[config.mk]
export PLATFORM = sky130hd
export DESIGN_NAME = ddr_axi_burst_bridge
export DESIGN_NICKNAME = d
export VERILOG_FILES = /design/src/rtl/ddr_axi_burst_bridge.sv
export SDC_FILE = /design/constraint.sdc
export NUM_CORES = 1
export LEC_CHECK = 0
export CORE_UTILIZATION = 30
export DETAILED_ROUTE_END_ITERATION = 10
export PLACE_DENSITY_LB_ADDON = 0.12
export RECOVER_POWER = 100
export SETUP_SLACK_MARGIN = 0.5
export SLEW_MARGIN = 20
export SYNTH_ARGS = -nofsm -noshare
export SYNTH_HDL_FRONTEND = slang
export SYNTH_SLANG_ARGS = --single-unit
[constraint.sdc]
create_clock -name ACLK -period 4.05 [get_ports ACLK]
set_input_delay 0.405 -clock ACLK [delete_from_list [all_inputs] [get_ports ACLK]]
set_output_delay 0.405 -clock ACLK [all_outputs]
set_load 0.1 [all_outputs]
[src/rtl/ddr_axi_burst_bridge.sv]
// AXI3 slave front end that splits INCR bursts into single-beat backend commands.
// Read returns are buffered in a credit-limited FIFO so RREADY backpressure never drops data.
module ddr_axi_burst_bridge #(
   parameter int unsigned ADDR_W        = 32,
   parameter int unsigned DATA_W        = 32,
   parameter int unsigned ID_W          = 4,
   parameter int unsigned RD_FIFO_DEPTH = 8
) (
   input  logic                ACLK,
   input  logic                ARESET,
   input  logic [ID_W-1:0]     S_AWID,
   input  logic [ADDR_W-1:0]   S_AWADDR,
   input  logic [3:0]          S_AWLEN,
   input  logic [1:0]          S_AWBURST,
   input  logic                S_AWVALID,
   output logic                S_AWREADY,
   input  logic [DATA_W-1:0]   S_WDATA,
   input  logic [DATA_W/8-1:0] S_WSTRB,
   input  logic                S_WLAST,
   input  logic                S_WVALID,
   output logic                S_WREADY,
   output logic [ID_W-1:0]     S_BID,
   output logic [1:0]          S_BRESP,
   output logic                S_BVALID,
   input  logic                S_BREADY,
   input  logic [ID_W-1:0]     S_ARID,
   input  logic [ADDR_W-1:0]   S_ARADDR,
   input  logic [3:0]          S_ARLEN,
   input  logic [1:0]          S_ARBURST,
   input  logic                S_ARVALID,
   output logic                S_ARREADY,
   output logic [ID_W-1:0]     S_RID,
   output logic [DATA_W-1:0]   S_RDATA,
   output logic [1:0]          S_RRESP,
   output logic                S_RLAST,
   output logic                S_RVALID,
   input  logic                S_RREADY,
   output logic                cmd_valid,
   input  logic                cmd_ready,
   output logic                cmd_write,
   output logic [ADDR_W-1:0]   cmd_addr,
   output logic [DATA_W-1:0]   cmd_wdata,
   output logic [DATA_W/8-1:0] cmd_wstrb,
   input  logic                rd_valid,
   input  logic [DATA_W-1:0]   rd_data
);

   localparam int unsigned SHIFT = $clog2(DATA_W / 8);
   localparam int unsigned PTR_W = $clog2(RD_FIFO_DEPTH);
   localparam int unsigned CNT_W = PTR_W + 1;
   localparam int unsigned SUM_W = CNT_W + 1;

   typedef enum logic [1:0] {IDLE, WR_DATA, WR_RESP, RD} state_t;

   state_t              r_state;
   logic                r_prio_wr;
   logic [ID_W-1:0]     r_id;
   logic [ADDR_W-1:0]   r_addr;
   logic [3:0]          r_len;
   logic                r_err;
   logic                r_werr;
   logic [4:0]          r_cnt;
   logic [3:0]          r_rbeat;
   logic                r_bvalid;
   logic [1:0]          r_bresp;
   logic [CNT_W-1:0]    r_outstanding;
   logic [CNT_W-1:0]    r_count;
   logic [PTR_W-1:0]    r_wptr;
   logic [PTR_W-1:0]    r_rptr;
   logic [DATA_W-1:0]   r_mem [RD_FIFO_DEPTH];

   logic w_idle, w_aw_grant, w_ar_grant, w_wbeat_last, w_wlast_bad, w_w_hs;
   logic w_fifo_empty, w_credit, w_rd_issue, w_cmd_rd_hs, w_r_hs, w_pop;

   assign w_idle     = (r_state == IDLE);
   assign w_aw_grant = w_idle & S_AWVALID & (~S_ARVALID | r_prio_wr);
   assign w_ar_grant = w_idle & S_ARVALID & (~S_AWVALID | ~r_prio_wr);
   assign S_AWREADY  = w_aw_grant;
   assign S_ARREADY  = w_ar_grant;

   assign w_wbeat_last = (r_cnt == {1'b0, r_len});
   assign w_wlast_bad  = S_WLAST ^ w_wbeat_last;
   assign S_WREADY     = (r_state == WR_DATA) & (cmd_ready | r_err);
   assign w_w_hs       = S_WVALID & S_WREADY;

   // Credit: never have more reads in flight or buffered than the FIFO can hold.
   assign w_fifo_empty = (r_count == '0);
   assign w_credit     = ({1'b0, r_outstanding} + {1'b0, r_count}) < SUM_W'(RD_FIFO_DEPTH);
   assign w_rd_issue   = (r_state == RD) & ~r_err & (r_cnt <= {1'b0, r_len}) & w_credit;
   assign w_cmd_rd_hs  = w_rd_issue & cmd_ready;

   assign cmd_valid = ((r_state == WR_DATA) & S_WVALID & ~r_err) | w_rd_issue;
   assign cmd_write = (r_state == WR_DATA);
   assign cmd_addr  = r_addr + (ADDR_W'(r_cnt) << SHIFT);
   assign cmd_wdata = S_WDATA;
   assign cmd_wstrb = S_WSTRB;

   assign S_RVALID = (r_state == RD) & (r_err | ~w_fifo_empty);
   assign w_r_hs   = S_RVALID & S_RREADY;
   assign w_pop    = w_r_hs & ~r_err;
   assign S_RDATA  = (S_RVALID & ~r_err) ? r_mem[r_rptr] : '0;
   assign S_RRESP  = (S_RVALID & r_err) ? 2'b10 : 2'b00;
   assign S_RLAST  = S_RVALID & (r_rbeat == r_len);
   assign S_RID    = r_id;
   assign S_BID    = r_id;
   assign S_BVALID = r_bvalid;
   assign S_BRESP  = r_bresp;

   always_ff @(posedge ACLK or posedge ARESET) begin
      if (ARESET) begin
         r_state   <= IDLE;
         r_prio_wr <= 1'b1;
         r_id      <= '0;
         r_addr    <= '0;
         r_len     <= '0;
         r_err     <= 1'b0;
         r_werr    <= 1'b0;
         r_cnt     <= '0;
         r_rbeat   <= '0;
         r_bvalid  <= 1'b0;
         r_bresp   <= 2'b00;
      end else begin
         unique case (r_state)
            IDLE: begin
               if (w_aw_grant) begin
                  r_id      <= S_AWID;
                  r_addr    <= S_AWADDR;
                  r_len     <= S_AWLEN;
                  r_err     <= (S_AWBURST != 2'b01);
                  r_werr    <= 1'b0;
                  r_cnt     <= '0;
                  r_prio_wr <= ~r_prio_wr;
                  r_state   <= WR_DATA;
               end else if (w_ar_grant) begin
                  r_id      <= S_ARID;
                  r_addr    <= S_ARADDR;
                  r_len     <= S_ARLEN;
                  r_err     <= (S_ARBURST != 2'b01);
                  r_cnt     <= '0;
                  r_rbeat   <= '0;
                  r_prio_wr <= ~r_prio_wr;
                  r_state   <= RD;
               end
            end
            WR_DATA: begin
               if (w_w_hs) begin
                  r_cnt <= r_cnt + 5'd1;
                  if (w_wlast_bad) r_werr <= 1'b1;
                  if (w_wbeat_last) begin
                     r_bvalid <= 1'b1;
                     r_bresp  <= (r_err | r_werr | w_wlast_bad) ? 2'b10 : 2'b00;
                     r_state  <= WR_RESP;
                  end
               end
            end
            WR_RESP: begin
               if (S_BREADY) begin
                  r_bvalid <= 1'b0;
                  r_state  <= IDLE;
               end
            end
            RD: begin
               if (w_cmd_rd_hs) r_cnt <= r_cnt + 5'd1;
               if (w_r_hs) begin
                  r_rbeat <= r_rbeat + 4'd1;
                  if (S_RLAST) r_state <= IDLE;
               end
            end
         endcase
      end
   end

   always_ff @(posedge ACLK or posedge ARESET) begin
      if (ARESET) begin
         r_outstanding <= '0;
         r_count       <= '0;
         r_wptr        <= '0;
         r_rptr        <= '0;
      end else begin
         unique case ({w_cmd_rd_hs, rd_valid})
            2'b10:   r_outstanding <= r_outstanding + CNT_W'(1);
            2'b01:   r_outstanding <= r_outstanding - CNT_W'(1);
            default: r_outstanding <= r_outstanding;
         endcase
         unique case ({rd_valid, w_pop})
            2'b10:   r_count <= r_count + CNT_W'(1);
            2'b01:   r_count <= r_count - CNT_W'(1);
            default: r_count <= r_count;
         endcase
         if (rd_valid) r_wptr <= r_wptr + PTR_W'(1);
         if (w_pop)    r_rptr <= r_rptr + PTR_W'(1);
      end
   end

   always_ff @(posedge ACLK) begin
      if (rd_valid) r_mem[r_wptr] <= rd_data;
   end

endmodule

==> results.cfg <==
[yosys]
synth.top_cell.area_share = 0.538
syn_area_mm2 = 0.0143
ys_ff_latch = 326
yosysTopAreaCell = edfxtp_1
synth_edf_count = 256
syn_avg_cell_area_um2 = 14.8
yosysSeqAreaShare = 0.660
yosysMostFrequentCell = edfxtp_1
ys_warn_count = 0
synth_common_cells = edfxtp_1, nand2_1, nor2_1
ys_async_sr_fraction = 0.215
dominantRegCellSynth = edfxtp_1
synth_cells = 965
synth_area_leaders = edfxtp_1, dfrtp_1, mux4_2
ys_types = 55

[worst_setup_path]
arrival_ns = 3.19
reg2reg_slack_ns = 1.02
cp-endpoint = cmd_addr[8]
worstSetupEndpointType = primary output
timing.rr.start = r_err
crit_start = r_cnt[2]
path_class = flip-flop to primary output
startpoint_type = flip-flop
rr_endpoint = r_count[3]
reg2reg_depth = 12
critPathMaxFanout = 6
worstPathRequired_ns = 3.64

[global_routing]
antenna_found_initial = 3
grt_max_degree = 53
grt_usage = 0.151
gr-total-overflow = 0
grt_pass1_wl_um = 54300
grt_pass1_vias = 8786

[hold_path]
hp-class = input port to flip-flop

[pwr]
ir_drop_v = 0.000483
powerDensity_mw_per_mm2 = 863
leakagePower_nw = 6.45

[layout]
n_antenna_cell = 0
layout-drive-gt1-share = 0.186
n_fill_cell = 4508
nets = 1342
syn2layout_area_growth_pct = 25.5

[sta]
fmax_mhz = 278
finClkSkew_ns = 0.0164
setup_violations = 0
post-route-period-util = 0.887
slew_headroom = -0.232
drv_slew = 87
worst_slack_ns = 0.459
rsz0062_at_grt = false
worstMarginPinSlew_ns = 1.85
hold_viol_final = 0
min_period_ns = 3.59
finalSetupTns_ns = 0

[clock_network]
clockRootBuffer = clkbuf_16
cts_buffers = 40
cts_buffer_depth = 3
clk_latency_ns = 0.56
path_clk_slew_ns = 0.06
cts_sinks = 326
cts_tree = built
cts_max_level = 2

[die]
fp.dieArea_mm2 = 0.0485
core_area_mm2 = 0.0468
die_w_um = 220
ios = 282
die_y_um = 220
rows = 79
start_util = 0.306

[drt]
first_iter_violations = 507
wl_per_cell_um = 20.4
via_count = 8460
ant_nets = 0
first_pass_iters = 9
drc = 35
totalWireLength_um = 36500
via_per_inst = 4.72

[placed_design]
gp_congestion = 0.768
dp_slack_ns = 0.647
port_buffers = 207
dp_hpwl_um = 23500

[run]
max-cap-violations = 4

[status]
status = finished, violations left
violations = DRC, capacitance limit, slew limit
-- flip-flops by register name (all words and copies together) (netlist names) --
name	flops
r_rbeat	4
r_len	4
r_addr	32
r_err	1
S_BID	4
r_wptr	3
r_count	4
S_BVALID	1
S_BRESP	1
r_mem	256
r_prio_wr	1
r_cnt	5
r_state	2
r_werr	1
r_rptr	3
r_outstanding	4
-- critical path, stage by stage (launching register included) --
cell and delay [ns]:
dfrtp_1 0.45, ha_1 0.36, nor2b_1 0.16, o31a_1 0.31, or2_4 0.26, nand2_1 0.08, xnor2_1 0.12, clkbuf_1 0.90
-- how the worst min path moves through the flow --
| stage | to | slack [ns] | cells past startpoint | start |
|---|---|---|---|---|
| global route | r_addr[25] | 0.40 | 3 | S_ARADDR[25] |
| finish | r_addr[26] | 0.40 | 3 | S_ARADDR[26] |
| detailed placement | r_outstanding[3] | 0.48 | 1 | r_outstanding[3] |
| floorplan | r_outstanding[3] | 0.45 | 1 | r_outstanding[3] |
| global placement | r_outstanding[3] | 0.48 | 1 | r_outstanding[3] |
| CTS | r_addr[26] | 0.23 | 2 | ARESET |
-- cell usage in the layout (no fill, tap or decap), drive strengths merged, types with 13 or more instances in the layout --
| cell | count |
|---|---|
| edfxtp | 256 |
| nand2 | 106 |
| clkbuf | 105 |
| nor2 | 101 |
| clkdlybuf4s50 | 91 |
| dfrtp | 69 |
| mux4 | 64 |
| dlygate4sd3 | 48 |
| buf | 44 |
| a31oi | 42 |
| mux2i | 33 |
| xnor2 | 30 |
| ha | 22 |
| inv | 22 |
| xor2 | 17 |
| clkinv | 17 |
| nand3 | 16 |
| o21ai | 14 |
| a21oi | 13 |
-- routing by layer --
layer	GRT usage	wire, um
met2	0.255	17500
met3	0.0401	2840
met1	0.191	15500
met4	0.0421	741
met5	0	27
-- layout make-up --
class / count / area [um2] / area share
flip-flops and latches: 326 / 9450 / 0.526
multi-input cells: 531 / 4380 / 0.244
inverters: 21 / 78.8 / 0.00439
well taps: 607 / 759 / 0.0423
clock inverters: 20 / 194 / 0.0108
repair buffers: 236 / 2030 / 0.113
clock buffers: 53 / 1050 / 0.0585
-- per-stage QoR --
| stage | hold WS (ns) | power, mW | std cells | utilization | cell area [um2] |
|---|---|---|---|---|---|
| 3_5_place_dp | 0.479 | 12.6 | 1718 | 0.362 | 16900 |
| 3_3_place_gp | 0.475 | 12.6 | 1718 | 0.362 | 16900 |
| 6_report | 0.403 | 15.5 | 1794 | 0.384 | 17900 |
| 5_1_grt | 0.404 | 16.3 | 1794 | 0.384 | 17900 |
| 4_1_cts | 0.227 | 16.1 | 1791 | 0.389 | 18200 |
| 2_1_floorplan | 0.448 | 10.8 | 966 | - | 14400 |
-- logic make-up after synthesis --
| group | Yosys count | synth area share |
|---|---|---|
| flops | 326 | 0.660 |
| simple gates | 270 | 0.0830 |
| buf+inv | 109 | 0.0412 |
| mux | 100 | 0.126 |
| compound gates | 88 | 0.0382 |
| xor+xnor | 47 | 0.0288 |
| fa+ha+maj | 24 | 0.0220 |
| other cells | 1 | 0.000262 |
-- timing repair --
action	CTS	global route
cloned	0	0
setup buffers	0	3
resized for setup	4	9
setup endpoints to repair	8	17
pin swaps	0	5
hold buffers	0	0
-- report_power, final --
group / total (mW) / switching [mW] / internal, mW
Combinational: 7.05 / 5.01 / 2.05
Clock: 3.40 / 1.42 / 1.97
Sequential: 5.04 / 0.654 / 4.39
Power figures use the tool's default switching activity.
